File: src/rtl/poly5_pkg.sv
// Shared types and helpers for the poly5 Horner controller.
// Contains the FSM state enum, the default Q-format widths and the saturate/wrap reduction.
package poly5_pkg;
  localparam int DEF_DATA_W = 16;
  localparam int DEF_FRAC_W = 8;

  typedef enum logic [1:0] {IDLE, STEP, DONE} state_t;
  typedef logic [2:0] coef_idx_t;

  localparam coef_idx_t K_FIRST = 3'd4;

  // Reduces a wide signed value to w bits. With sat set it clamps to the w-bit
  // signed range; otherwise the caller's low w bits give two's-complement wrap.
  // Widths up to 32 bits are supported.
  function automatic logic signed [63:0] sat_wrap(input logic signed [64:0] v,
                                                  input int w, input logic sat);
    logic signed [64:0] hi, lo;
    hi = (65'sd1 <<< (w - 1)) - 65'sd1;
    lo = -(65'sd1 <<< (w - 1));
    sat_wrap = v[63:0];
    if (sat && (v > hi)) sat_wrap = hi[63:0];
    if (sat && (v < lo)) sat_wrap = lo[63:0];
  endfunction
endpackage

File: src/rtl/poly5_if.sv
// Block-level handshake, operand/result bus and multiplier hookup of poly5_horner_ctrl.
// master = poly5 top level plus the shared multiplier, slave = the controller.
interface poly5_if #(parameter int DATA_W = poly5_pkg::DEF_DATA_W);
  logic                         ap_start;
  logic                         ap_idle;
  logic                         ap_ready;
  logic                         ap_done;
  logic signed [DATA_W-1:0]     x;
  logic [5:0][DATA_W-1:0]       coef;
  logic signed [DATA_W-1:0]     ap_return;
  logic signed [DATA_W-1:0]     mul_din0;
  logic signed [DATA_W-1:0]     mul_din1;
  logic signed [2*DATA_W-1:0]   mul_dout;

  modport master (
    output ap_start, x, coef, mul_dout,
    input  ap_idle, ap_ready, ap_done, ap_return, mul_din0, mul_din1
  );

  modport slave (
    input  ap_start, x, coef, mul_dout,
    output ap_idle, ap_ready, ap_done, ap_return, mul_din0, mul_din1
  );
endinterface

File: src/rtl/poly5_shift_add.sv
// One Horner step after the multiply: rescale the product, add c_k, reduce to DATA_W.
// POLY5_SAT_EN selects clamping of both the rescaled product and the sum; default wraps.
module poly5_shift_add
  import poly5_pkg::*;
#(
  parameter int DATA_W = DEF_DATA_W,
  parameter int FRAC_W = DEF_FRAC_W
) (
  input  logic signed [2*DATA_W-1:0] mul_dout,
  input  logic signed [DATA_W-1:0]   c,
  output logic signed [DATA_W-1:0]   res
);
  localparam int PW = 2 * DATA_W;
`ifdef POLY5_SAT_EN
  localparam logic SAT = 1'b1;
`else
  localparam logic SAT = 1'b0;
`endif

  logic signed [PW-1:0] s;
  logic signed [64:0]   s_ext, s_use, c_ext, sum;
  logic signed [63:0]   s_red, r;
  logic                 unused_hi;

  always_comb begin
    // Arithmetic shift floors toward -inf, matching the Q-format rescale.
    s     = mul_dout >>> FRAC_W;
    s_ext = {{(65 - PW){s[PW-1]}}, s};
    s_red = sat_wrap(s_ext, DATA_W, SAT);
    s_use = SAT ? {{(65 - DATA_W){s_red[DATA_W-1]}}, s_red[DATA_W-1:0]} : s_ext;
    c_ext = {{(65 - DATA_W){c[DATA_W-1]}}, c};
    sum   = s_use + c_ext;
    r     = sat_wrap(sum, DATA_W, SAT);
    res   = r[DATA_W-1:0];
  end

  assign unused_hi = ^{s_red, r[63:DATA_W]};
endmodule

File: src/rtl/poly5_horner_ctrl.sv
// Horner-scheme controller for a 5th-degree Q-format polynomial on one shared multiplier.
// Optional POLY5_SAT_EN build saturates each step instead of wrapping (see poly5_shift_add).
module poly5_horner_ctrl
  import poly5_pkg::*;
#(
  parameter int DATA_W = DEF_DATA_W,
  parameter int FRAC_W = DEF_FRAC_W
) (
  input  logic   ap_clk,
  input  logic   ap_rst,
  poly5_if.slave bus
);
  state_t                   state, nxt;
  coef_idx_t                k;
  logic signed [DATA_W-1:0] acc, x_q, ret_q, res;
  logic [5:0][DATA_W-1:0]   coef_q;
  logic                     cap, step;

  always_ff @(posedge ap_clk) begin
    if (ap_rst) state <= IDLE;
    else        state <= nxt;
  end

  always_comb begin
    nxt = state;
    unique case (state)
      IDLE:    if (bus.ap_start) nxt = STEP;
      STEP:    if (k == '0) nxt = DONE;
      DONE:    nxt = IDLE;
      default: nxt = IDLE;
    endcase
  end

  // Handshake outputs are forced to their reset values while ap_rst is high.
  always_comb begin
    bus.ap_idle  = ap_rst || (state == IDLE);
    bus.ap_ready = !ap_rst && (state == IDLE) && bus.ap_start;
    bus.ap_done  = !ap_rst && (state == DONE);
    cap          = bus.ap_ready;
    step         = !ap_rst && (state == STEP);
  end

  poly5_shift_add #(.DATA_W(DATA_W), .FRAC_W(FRAC_W)) u_sa (
    .mul_dout (bus.mul_dout),
    .c        (coef_q[k]),
    .res      (res)
  );

  always_ff @(posedge ap_clk) begin
    if (ap_rst) begin
      acc    <= '0;
      x_q    <= '0;
      coef_q <= '0;
      k      <= '0;
      ret_q  <= '0;
    end else if (cap) begin
      x_q    <= bus.x;
      coef_q <= bus.coef;
      acc    <= bus.coef[5];
      k      <= K_FIRST;
    end else if (step) begin
      acc <= res;
      // Result is captured on the last step so it is valid on entry to DONE.
      if (k == '0) ret_q <= res;
      else         k     <= k - coef_idx_t'(1);
    end
  end

  assign bus.mul_din0  = acc;
  assign bus.mul_din1  = x_q;
  assign bus.ap_return = ret_q;
endmodule

File: src/flat_wrapper.sv
// flat-port wrapper written by rule: the top's interface ports become plain ports
module poly5_horner_ctrl_flat import poly5_pkg::*;
#(
  parameter int DATA_W = DEF_DATA_W,
  parameter int FRAC_W = DEF_FRAC_W
)
  (ap_clk, ap_rst, bus_ap_start, bus_x, bus_coef, bus_mul_dout, bus_ap_idle, bus_ap_ready, bus_ap_done, bus_ap_return, bus_mul_din0, bus_mul_din1);
  poly5_if #(.DATA_W(DATA_W)) bus_i ();
  input  logic ap_clk;
  input  logic ap_rst;
  input wire logic [$bits(bus_i.ap_start)-1:0] bus_ap_start;
  input wire logic [$bits(bus_i.x)-1:0] bus_x;
  input wire logic [$bits(bus_i.coef)-1:0] bus_coef;
  input wire logic [$bits(bus_i.mul_dout)-1:0] bus_mul_dout;
  output wire logic [$bits(bus_i.ap_idle)-1:0] bus_ap_idle;
  output wire logic [$bits(bus_i.ap_ready)-1:0] bus_ap_ready;
  output wire logic [$bits(bus_i.ap_done)-1:0] bus_ap_done;
  output wire logic [$bits(bus_i.ap_return)-1:0] bus_ap_return;
  output wire logic [$bits(bus_i.mul_din0)-1:0] bus_mul_din0;
  output wire logic [$bits(bus_i.mul_din1)-1:0] bus_mul_din1;
  assign bus_i.ap_start = bus_ap_start;
  assign bus_i.x = bus_x;
  assign bus_i.coef = bus_coef;
  assign bus_i.mul_dout = bus_mul_dout;
  assign bus_ap_idle = bus_i.ap_idle;
  assign bus_ap_ready = bus_i.ap_ready;
  assign bus_ap_done = bus_i.ap_done;
  assign bus_ap_return = bus_i.ap_return;
  assign bus_mul_din0 = bus_i.mul_din0;
  assign bus_mul_din1 = bus_i.mul_din1;
  poly5_horner_ctrl #(.DATA_W(DATA_W), .FRAC_W(FRAC_W)) u_core (.ap_clk(ap_clk), .ap_rst(ap_rst), .bus(bus_i));
endmodule
File: config.mk
export PLATFORM = sky130hd
export DESIGN_NAME = poly5_horner_ctrl_flat
export DESIGN_NICKNAME = d
export VERILOG_FILES = /design/src/rtl/poly5_pkg.sv /design/src/rtl/poly5_if.sv /design/src/rtl/poly5_shift_add.sv /design/src/rtl/poly5_horner_ctrl.sv /design/src/flat_wrapper.sv
export SDC_FILE = /design/constraint.sdc
export NUM_CORES = 1
export LEC_CHECK = 0
export CORE_MARGIN = 1
export CORE_UTILIZATION = 48
export CTS_CLUSTER_SIZE = 25
export DETAILED_ROUTE_END_ITERATION = 8
export HOLD_SLACK_MARGIN = 0.12
export PLACE_DENSITY = 0.85
export SYNTH_ARGS = -nofsm -noshare
export SYNTH_HDL_FRONTEND = slang
export SYNTH_SLANG_ARGS = --single-unit
File: constraint.sdc
create_clock -name ap_clk -period 4.17 [get_ports ap_clk]
set_input_delay 0.417 -clock ap_clk [delete_from_list [all_inputs] [get_ports ap_clk]]
set_output_delay 0.417 -clock ap_clk [all_outputs]
set_load 0.05 [all_outputs]
* Word-level counts from Yosys, hierarchy flattened
Index checks and enable logic that the tools add are counted.
** Storage, ports and cells
- Word-level logic and storage cells :: 46
- Output and inout bits :: 51
- Register bits after elaboration :: 149
- Input bits :: 147
** Cells by class
- Equality and inequality tests :: 5
- Reduce and logical (&&, ||, !) cells :: 14
- Muxes and demuxes :: 10
- Add/subtract/negate cells :: 2
- Bitwise gates (word level) :: 2
- Magnitude comparators :: 1
** Operators by type and width (count)
- 16-bit binary-select mux with 3-bit select :: 1
- 16-bit two-way mux :: 3
- 16-bit adder :: 1
- 3-bit two-way mux :: 3
- 2-bit inequality test, second input constant :: 3
- 2-bit AND reduction :: 3
- 1-bit logical AND :: 4
- 3-bit by 4-bit < comparator with 1-bit output, second input constant :: 1
- 2-bit two-way mux :: 2
- 2-bit one-hot mux with 2 select lines :: 1
- 3-bit logical NOT :: 1
- 3-bit AND reduction :: 1
- 3-bit by 1-bit subtractor with 3-bit output, second input constant :: 1
- 2-bit by 1-bit equality test with 1-bit output, second input constant :: 1
- 2-bit equality test, second input constant :: 1
- 2-bit logical NOT :: 1
- 1-bit inverter :: 2
- 2-bit nonzero test :: 1
- 2-bit OR reduction :: 1
- 1-bit logical NOT :: 1
- 1-bit logical OR :: 1

* Logic depth before layout (Yosys ltp)
Gate-level depths: netlist of the first run.
- Depth in word-level cells :: 5
- Gate-level depth with buffers :: 16
- Gate-level depth less buffers :: 13

* Modules after synthesis
Synthesis of the first run repeated with hierarchy kept, for this count alone.
** Second synthesis, totals
- Cell total of the unflattened synthesis :: 623
- Area total of the unflattened synthesis :: 6603.8 um2
** Modules (own cells, without submodules)
- poly5_horner_ctrl :: times used 1, area each 5798.1 um2, cells an instance 519, sequential area each 2982.9 um2
- poly5_shift_add :: times used 1, area each 805.8 um2, cells an instance 104, sequential area each 0.0 um2

* Least setup slack after synthesis of the first run
OpenSTA, ideal clock, no wires.
- Path kind :: register to register
- From :: register u_core.k[0]
- To :: register u_core.acc[8], in the netlist u_core.bus.mul_din0[8]
- Period minus slack after synthesis :: 3337 ps
- Slack :: 833 ps
- Library setup time :: 127 ps
- Arrival time :: 3210 ps
- Stages on the path, launching flop included :: 17
- Path buffers :: 4
- Required time :: 4043 ps
- Cell sequence :: dfxtp_1 > buf_6 > buf_2 > buf_2 > buf_2 > mux2i_1 > o21ai_0 > ha_1 > inv_1 > fa_1 > nand2b_1 > a21oi_1 > o21ai_0 > nand2b_1 > a21oi_1 > and4b_1 > or3_1
** On the way
- Longest elaborated chain between the ends :: 5
** RTL lines
- from (decl) :: line poly5_horner_ctrl.sv:14 : coef_idx_t k;
- from (signal assigned) :: line poly5_horner_ctrl.sv:65 : else k <= k - coef_idx_t'(1);
- 16-bit binary-select mux with 3-bit select :: line poly5_horner_ctrl.sv:45 : .c (coef_q[k]),
- 16-bit two-way mux (implied by the code) :: line poly5_horner_ctrl.sv:45
- 16-bit adder :: line poly5_shift_add.sv:32 : sum = s_use + c_ext;
- 16-bit two-way mux :: line poly5_horner_ctrl.sv:61 : end else if (step) begin
- 16-bit two-way mux :: line poly5_horner_ctrl.sv:56 : end else if (cap) begin
- to (signal assigned) :: line poly5_horner_ctrl.sv:59 : acc <= bus.coef[5];
- to (signal assigned) :: line poly5_horner_ctrl.sv:62 : acc <= res;
- to (decl) :: line poly5_horner_ctrl.sv:15 : logic signed [DATA_W-1:0] acc, x_q, ret_q, res;
Every way passes these cells. The select of a mux whose other input is x is not followed.
A chain may end at the register's enable or synchronous reset.

* Worst setup path in the final report of the first run
- From :: register u_core.k[0]
- To :: register u_core.ret_q[15], in the netlist u_core.bus.ap_return[15]
** On the way
- Longest elaborated chain between the ends :: 3
- Elaborated cells on any way between the ends :: 5
- Classes of those cells :: add/sub (1); mux (2); reduce/logical (2)
** RTL lines
- 16-bit binary-select mux with 3-bit select :: line poly5_horner_ctrl.sv:45
- 16-bit two-way mux (implied by the code) :: line poly5_horner_ctrl.sv:45
- 16-bit adder :: line poly5_shift_add.sv:32
- to (signal assigned) :: line poly5_horner_ctrl.sv:64 : if (k == '0) ret_q <= res;
- to (decl) :: line poly5_horner_ctrl.sv:15
Parallel ways exist; a longest one is shown, timed or not. The select of a mux whose other input is x is not followed.

==> results.toml, run 1 <==
[finish]
antenna_cells = 0
post_layout_nonfiller_instances = 1184
layout-drive-gt1-share_pct = 6.05
layout.filler_cells = 1075
area_delta_synth_final_pct = 36.6
sequential_cell_area_sq_mm = 0.00298
total_area_of_multi_input_combinational_cells_sq_mm = 0.00349
num-nets-final = 1162

[synthesis]
netlist-cell-type-count = 50
ys_seq_elements = 149
number_of_instances_in_the_synthesized_netlist = 846
synth_warnings = 0
post_synth_net_total = 1011
synth.top_cells.by_count = "289 x sky130_fd_sc_hd__nand2_1, 150 x sky130_fd_sc_hd__a21oi_1, 149 x sky130_fd_sc_hd__dfxtp_1, 45 x sky130_fd_sc_hd__clkbuf_1, 28 x sky130_fd_sc_hd__nor2_1"
cell_types_occupying_the_most_area_after_synthesis = "sky130_fd_sc_hd__dfxtp_1 44%, sky130_fd_sc_hd__nand2_1 16%, sky130_fd_sc_hd__a21oi_1 11%, sky130_fd_sc_hd__mux4_2 4.7%, sky130_fd_sc_hd__ha_1 3.2%"
synth_seq_area_share_pct = 44.3
synth.top_cell.area_share_pct = 44.3
ys_dominant_reg_cell = "sky130_fd_sc_hd__dfxtp_1"
synthesis.area_sq_mm = 0.00673
synthesis.area_per_instance_sq_um = 7.96
post-synth-top-area-cell = "sky130_fd_sc_hd__dfxtp_1"
synth_enable_flop_cells = 0
ffs_w_async_s_r_synth_pct = 0
yosysMostFrequentCell = "sky130_fd_sc_hd__nand2_1"

[drt]
detail_route.iter0.violations = 571
first_pass_iters = 6
drt_wl_total_um = 19100
routed-via-count = 6386
remaining_drc_errors = 0
route.top_layer_used = "met4"
post_drt_via_cell_ratio = 5.39
ant_nets = 0
met3_length_um = 1500
routed-wl-met2_um = 8950
wl_met1_um = 7930
detail_route.wl_per_cell_um = 16.1

[floorplanning]
floorplan.rows = 42
fp.dieH_um = 120
fp.dieArea_sq_mm = 0.0145
die_width_um = 120
initial_core_util_pct = 50.0
top_level_ports = 198
fp.coreArea_sq_mm = 0.0135

[outcome]
run_status = "finished clean"

[worst_setup_path]
critical_path.startpoint_type = "flop"
endpoint_kind = "flop"
crit_path_required_time_ns = 4.51
critical_path_arrival_ns = 3.82
worst-setup-path-type = "flop to flop"
crit_fanout = 18

[power]
maximum_vdd_drop_v = 0.000316
p_leak_nw = 3.42
power_per_cell_area_mw_per_mm2 = 431
totalPowerFinal_w = 0.00396

[place]
place_inst = 1154
io_buffers = 181
post-dp-hpwl_um = 13600
preCtsSetupSlack_ns = 0.765
placer_s_final_routability_congestion_estimate = 0.981

[global_routing]
gr-usage-all-layers_pct = 27.2
grt_antenna_before_repair = 0
grt_start_max_net_pins = 82
sum_of_overflow_across_all_layers_after_global_routing = 0
grt_pass1_vias = 6001
grt_pass1_wl_um = 30100

[flow_run]
maxCapViolations = 0

[clocking]
clock_transition_time_at_the_flip_flop_clock_pins_of_the_worst_setup_and_hold_paths_ns = 0.06
tritoncts.num_buffers = 17
ctsResizeCount = 0
h-tree-depth = 4
clk_lat_worst_skew_ns = 0.43
post_cts_hold_buffer_count = 0
tritoncts = "built"
cts_buffer_depth = 2
post_cts.repair.setup_buffers = 0
cts_sinks = 149
cts_root_buf = "sky130_fd_sc_hd__clkbuf_16"

[sta]
setup_slack_ns = 0.694
finalMaxSlewViolations = 0
max_clock_freq_mhz = 288
setup_total_negative_slack_ns = 0
final-setup-viol-count = 0
worstMarginPinSlew_ns = 0.783
final.min_clock_period_ns = 3.48
rsz_0062_raised_after_global_routing = "no"
hold_viol_final = 0
post_route_clock_period_utilization_pct = 83.4
holdWs_ns = 0.452
timing.clock.skew_ns = 0.0114
max_slew_margin_pct = 47.8

[worst_hold_path]
hold_path_class = "flop to flop"
-- cell type report --
class	instances	share of cell area, %
clock buffer	21	4.90
timing repair buffer	192	20.6
multi-input combinational	629	38.0
tap	176	2.39
clock inverter	9	1.40
sequential	149	32.5
inverter	8	0.327
-- worst paths after layout --
kind	startpoint	to	slack, ns	depth (start not counted)
min	u_core.bus.mul_din1[14]	u_core.bus.mul_din1[14]	0.45	2
min reg2reg	u_core.bus.mul_din1[14]	u_core.bus.mul_din1[14]	0.45	2
max reg2reg	u_core.k[0]	u_core.bus.ap_return[15]	0.69	11
max	u_core.k[0]	u_core.bus.ap_return[15]	0.69	11
-- where the power goes --
| part | switching (W) | internal (W) | leakage, nW | total [W] |
|---|---|---|---|---|
| Clock | 0.000574 | 0.000947 | 0.279 | 0.00152 |
| Combinational | 0.000504 | 0.000345 | 1.92 | 0.000850 |
| Sequential | 0.0000588 | 0.00153 | 1.22 | 0.00159 |
-- per-stage QoR --
stage                     util (%)  area (sq um)
final                         68.4          9200
after global routing          68.4          9200
after CTS                     68.4          9200
after detailed placement      64.0          8620
after global placement        64.0          8620
after floorplan                  -          6730
-- critical path, stage by stage, from the launching register on --
cell,delay [ns]
sky130_fd_sc_hd__dfxtp_2,0.69
sky130_fd_sc_hd__buf_4,0.28
sky130_fd_sc_hd__mux4_2,0.52
sky130_fd_sc_hd__nand2_1,0.09
sky130_fd_sc_hd__o21ai_0,0.12
sky130_fd_sc_hd__ha_1,0.28
sky130_fd_sc_hd__a2111oi_0,0.39
sky130_fd_sc_hd__o21ai_0,0.20
sky130_fd_sc_hd__nand3_1,0.12
sky130_fd_sc_hd__nand3_1,0.12
sky130_fd_sc_hd__or4_1,0.41
sky130_fd_sc_hd__a31oi_1,0.16
-- routing by layer --
metal  vias to the layer above  GRT usage [%]
met2                       263           44.3
met1                      2918           33.5
met4                         0           13.0
met5                         -              0
li1                       3162              -
met3                        43           7.12
-- state kept, by name, summed over array words and instances (netlist names) --
name,flops
u_core.bus.mul_din0,16
u_core.bus.ap_return,16
u_core.state,2
u_core.bus.mul_din1,16
u_core.k,3
u_core.coef_q,96
-- placed cells by master (no fill, tap or decap), drive strengths merged, types with 2 or more instances in the layout --
master           n
nor3             4
a21o             3
and4b            2
mux4            16
and3             2
nand3            4
xnor2            9
nor4             4
dfxtp          149
clkdlybuf4s50  180
clkbuf          21
o211ai           2
ha              17
bufinv           3
a2111oi          2
a21oi          151
nand3b           3
nand2          289
o31ai            2
nand2b           6
nor2            28
a311oi           6
inv              8
clkinvlp         2
or3              4
a211oi           7
nand4            2
clkinv           4
buf             12
nor2b            3
o21ai           27
xor2             7
mux2i           16
-- cells by family (layout without fill, tap and decap cells) --
kind of cell	Yosys count	count (layout)	share of synthesized area [%]
buffers and inverters	68	230	4.01
adders and majority gates	18	18	3.46
muxes	32	32	7.84
xor gates and xnor gates	16	16	2.19
and+or+nand+nor	357	357	21.5
DFF	149	149	44.3
AOI/OAI and AO/OA	206	206	16.7
Power figures use the tool's default switching activity.
==> run 2: changes to the inputs <==
Clock period 4.17 ns to 3.3 ns, I/O delays scaled along.
==> run 2 against run 1 <==
  * Combinational power rose by 31%
  * Die area did not move
  * Register-to-register slack got worse by 0.48 ns
  * Maximum frequency rose by 13%
  * Core utilization is 1.0 points higher
  * First-iteration DRC count is 9.5% lower
==> results.toml, run 2 (synthesis gave the netlist of run 1 again) <==
[outcome]
run_status = "finished clean"

[worst_setup_path]
crit_path_required_time_ns = 3.64
regToRegSetupSlack_ns = 0.22
endpoint_kind = "flop"
worstPathBufferInverterCount = 1
cpMostUsedCell = "sky130_fd_sc_hd__nand2_1"
critical_path_depth = 11
critical_path_arrival_ns = 3.42
worst-setup-path-type = "flop to flop"
critical_path.top_delay_family = "compound AO/OA/AOI/OAI gates"
crit-reg2reg-capture = "u_core.bus.mul_din0[11]"
critical_path.startpoint_type = "flop"
cp_cell_sequence = "buf_12 > mux4_1 > nand2_1 > o21ai_0 > ha_1 > and4_1 > o21ai_1 > o31ai_1 > xor2_1 > nand2_1 > a211oi_1"
crit_end = "u_core.bus.mul_din0[11]"
worstSetupStartpoint = "u_core.k[0]"
crit_fanout = 22
timing.critical_path.slowest_cell_delay_ns = 0.59
worstReg2RegStart = "u_core.k[0]"
cp_slowest_cell = "sky130_fd_sc_hd__mux4_1"
timing.reg2reg.worst_path_depth = 11

[global_routing]
sum_of_overflow_across_all_layers_after_global_routing = 0
gr-usage-all-layers_pct = 27.6
grt_antenna_before_repair = 0
grt_start_max_net_pins = 132
grt_pass1_wl_um = 30500
grt_pass1_vias = 6139

[place]
placer_s_final_routability_congestion_estimate = 0.929
post-dp-hpwl_um = 13800
io_buffers = 181

[clocking]
cts_sinks = 149
cts_buffer_depth = 2
post_cts.repair.setup_buffers = 0
h-tree-depth = 4
tritoncts = "built"
clk_lat_worst_skew_ns = 0.42
tritoncts.num_buffers = 17
clock_transition_time_at_the_flip_flop_clock_pins_of_the_worst_setup_and_hold_paths_ns = 0.06
cts_root_buf = "sky130_fd_sc_hd__clkbuf_16"

[floorplanning]
initial_core_util_pct = 50.0
top_level_ports = 198
floorplan.rows = 42
fp.dieArea_sq_mm = 0.0145
die_width_um = 120
fp.dieH_um = 120
fp.coreArea_sq_mm = 0.0135

[sta]
finalMaxSlewViolations = 0
final.min_clock_period_ns = 3.08
worstMarginPinSlew_ns = 0.974
setup_total_negative_slack_ns = 0
timing.clock.skew_ns = 0.00613
post_route_clock_period_utilization_pct = 93.5
final-setup-viol-count = 0
max_slew_margin_pct = 35.1
hold_viol_final = 0
max_clock_freq_mhz = 324
rsz_0062_raised_after_global_routing = "no"

[drt]
detail_route.wl_per_cell_um = 16.2
post_drt_via_cell_ratio = 5.48
drt_wl_total_um = 19400
remaining_drc_errors = 0
ant_nets = 0
first_pass_iters = 8
detail_route.iter0.violations = 517
routed-via-count = 6539

[power]
power_per_cell_area_mw_per_mm2 = 540
maximum_vdd_drop_v = 0.000400
p_leak_nw = 3.49
totalPowerFinal_w = 0.00504

[finish]
layout-drive-gt1-share_pct = 7.47
largest_register_ffs = 96
commonest_cells_after_routing_fill_and_taps_aside = "288 x sky130_fd_sc_hd__nand2_1, 180 x sky130_fd_sc_hd__clkdlybuf4s50_1, 147 x sky130_fd_sc_hd__a21oi_1, 147 x sky130_fd_sc_hd__dfxtp_1, 28 x sky130_fd_sc_hd__nor2_1"
most_common_library_cell_in_the_layout_ignoring_fill_and_taps = "sky130_fd_sc_hd__nand2_1"
largest-register = "u_core.coef_q"
num-nets-final = 1172
area_delta_synth_final_pct = 38.6
antenna_cells = 0

[worst_hold_path]
hold_path_class = "input port to flop"

[flow_run]
maxCapViolations = 0
==> run 2: per-stage QoR <==
stage          worst slack, ns  hold slack [ns]  std cells  area [sq um]  utilization, %
2_1_floorplan           0.0360            0.432        846          6740               -
3_3_place_gp             0.232            0.439       1164          8730            64.9
3_5_place_dp             0.192            0.442       1164          8730            64.9
4_1_cts                  0.173            0.300       1194          9310            69.2
5_1_grt                0.00263            0.305       1194          9330            69.3
6_report                 0.216            0.319       1194          9330            69.3
==> run 2: layer usage <==
metal  track usage [%]  vias up  wire length (um)
li1                  -     3187                 -
met1              34.0     2982              8040
met2              44.9      322              9000
met3              7.03       48              1700
met4              13.0        0               665
met5                 0        -                 0
==> run 2: layout make-up <==
class	instances	area (sq um)
clock buffers	21	450
repair buffers	202	2010
well taps	176	220
clock inverters	9	129
fillers	1048	4120
flip-flops and latches	149	2990
multi-input cells	629	3510
inverters	8	30.0
==> run 2: how the worst min path moves through the flow <==
stage                                  from           endpoint  slack, ns  cells past startpoint
final                                ap_rst  u_core.coef_q[92]       0.32                      2
after global placement    u_core.coef_q[20]  u_core.coef_q[20]       0.44                      2
after CTS                            ap_rst  u_core.coef_q[76]       0.30                      2
after floorplan           u_core.coef_q[18]  u_core.coef_q[18]       0.43                      2
after global routing                 ap_rst  u_core.coef_q[74]       0.31                      2
after detailed placement  u_core.coef_q[19]  u_core.coef_q[19]       0.44                      2
==> run 2: report_power, final <==
part           internal [W]  total [W]  switching (W)  leakage [nW]
combinational      0.000460    0.00111       0.000651          1.98
clock               0.00120    0.00192       0.000727         0.279
sequential          0.00193    0.00201      0.0000729          1.22
total               0.00359    0.00504        0.00145          3.49
==> run 2: what timing repair did <==
item                       4_1_cts  5_1_grt
resized for setup                0        7
setup endpoints to repair        0       12
hold endpoints to repair         0        0
hold buffers                     0        0
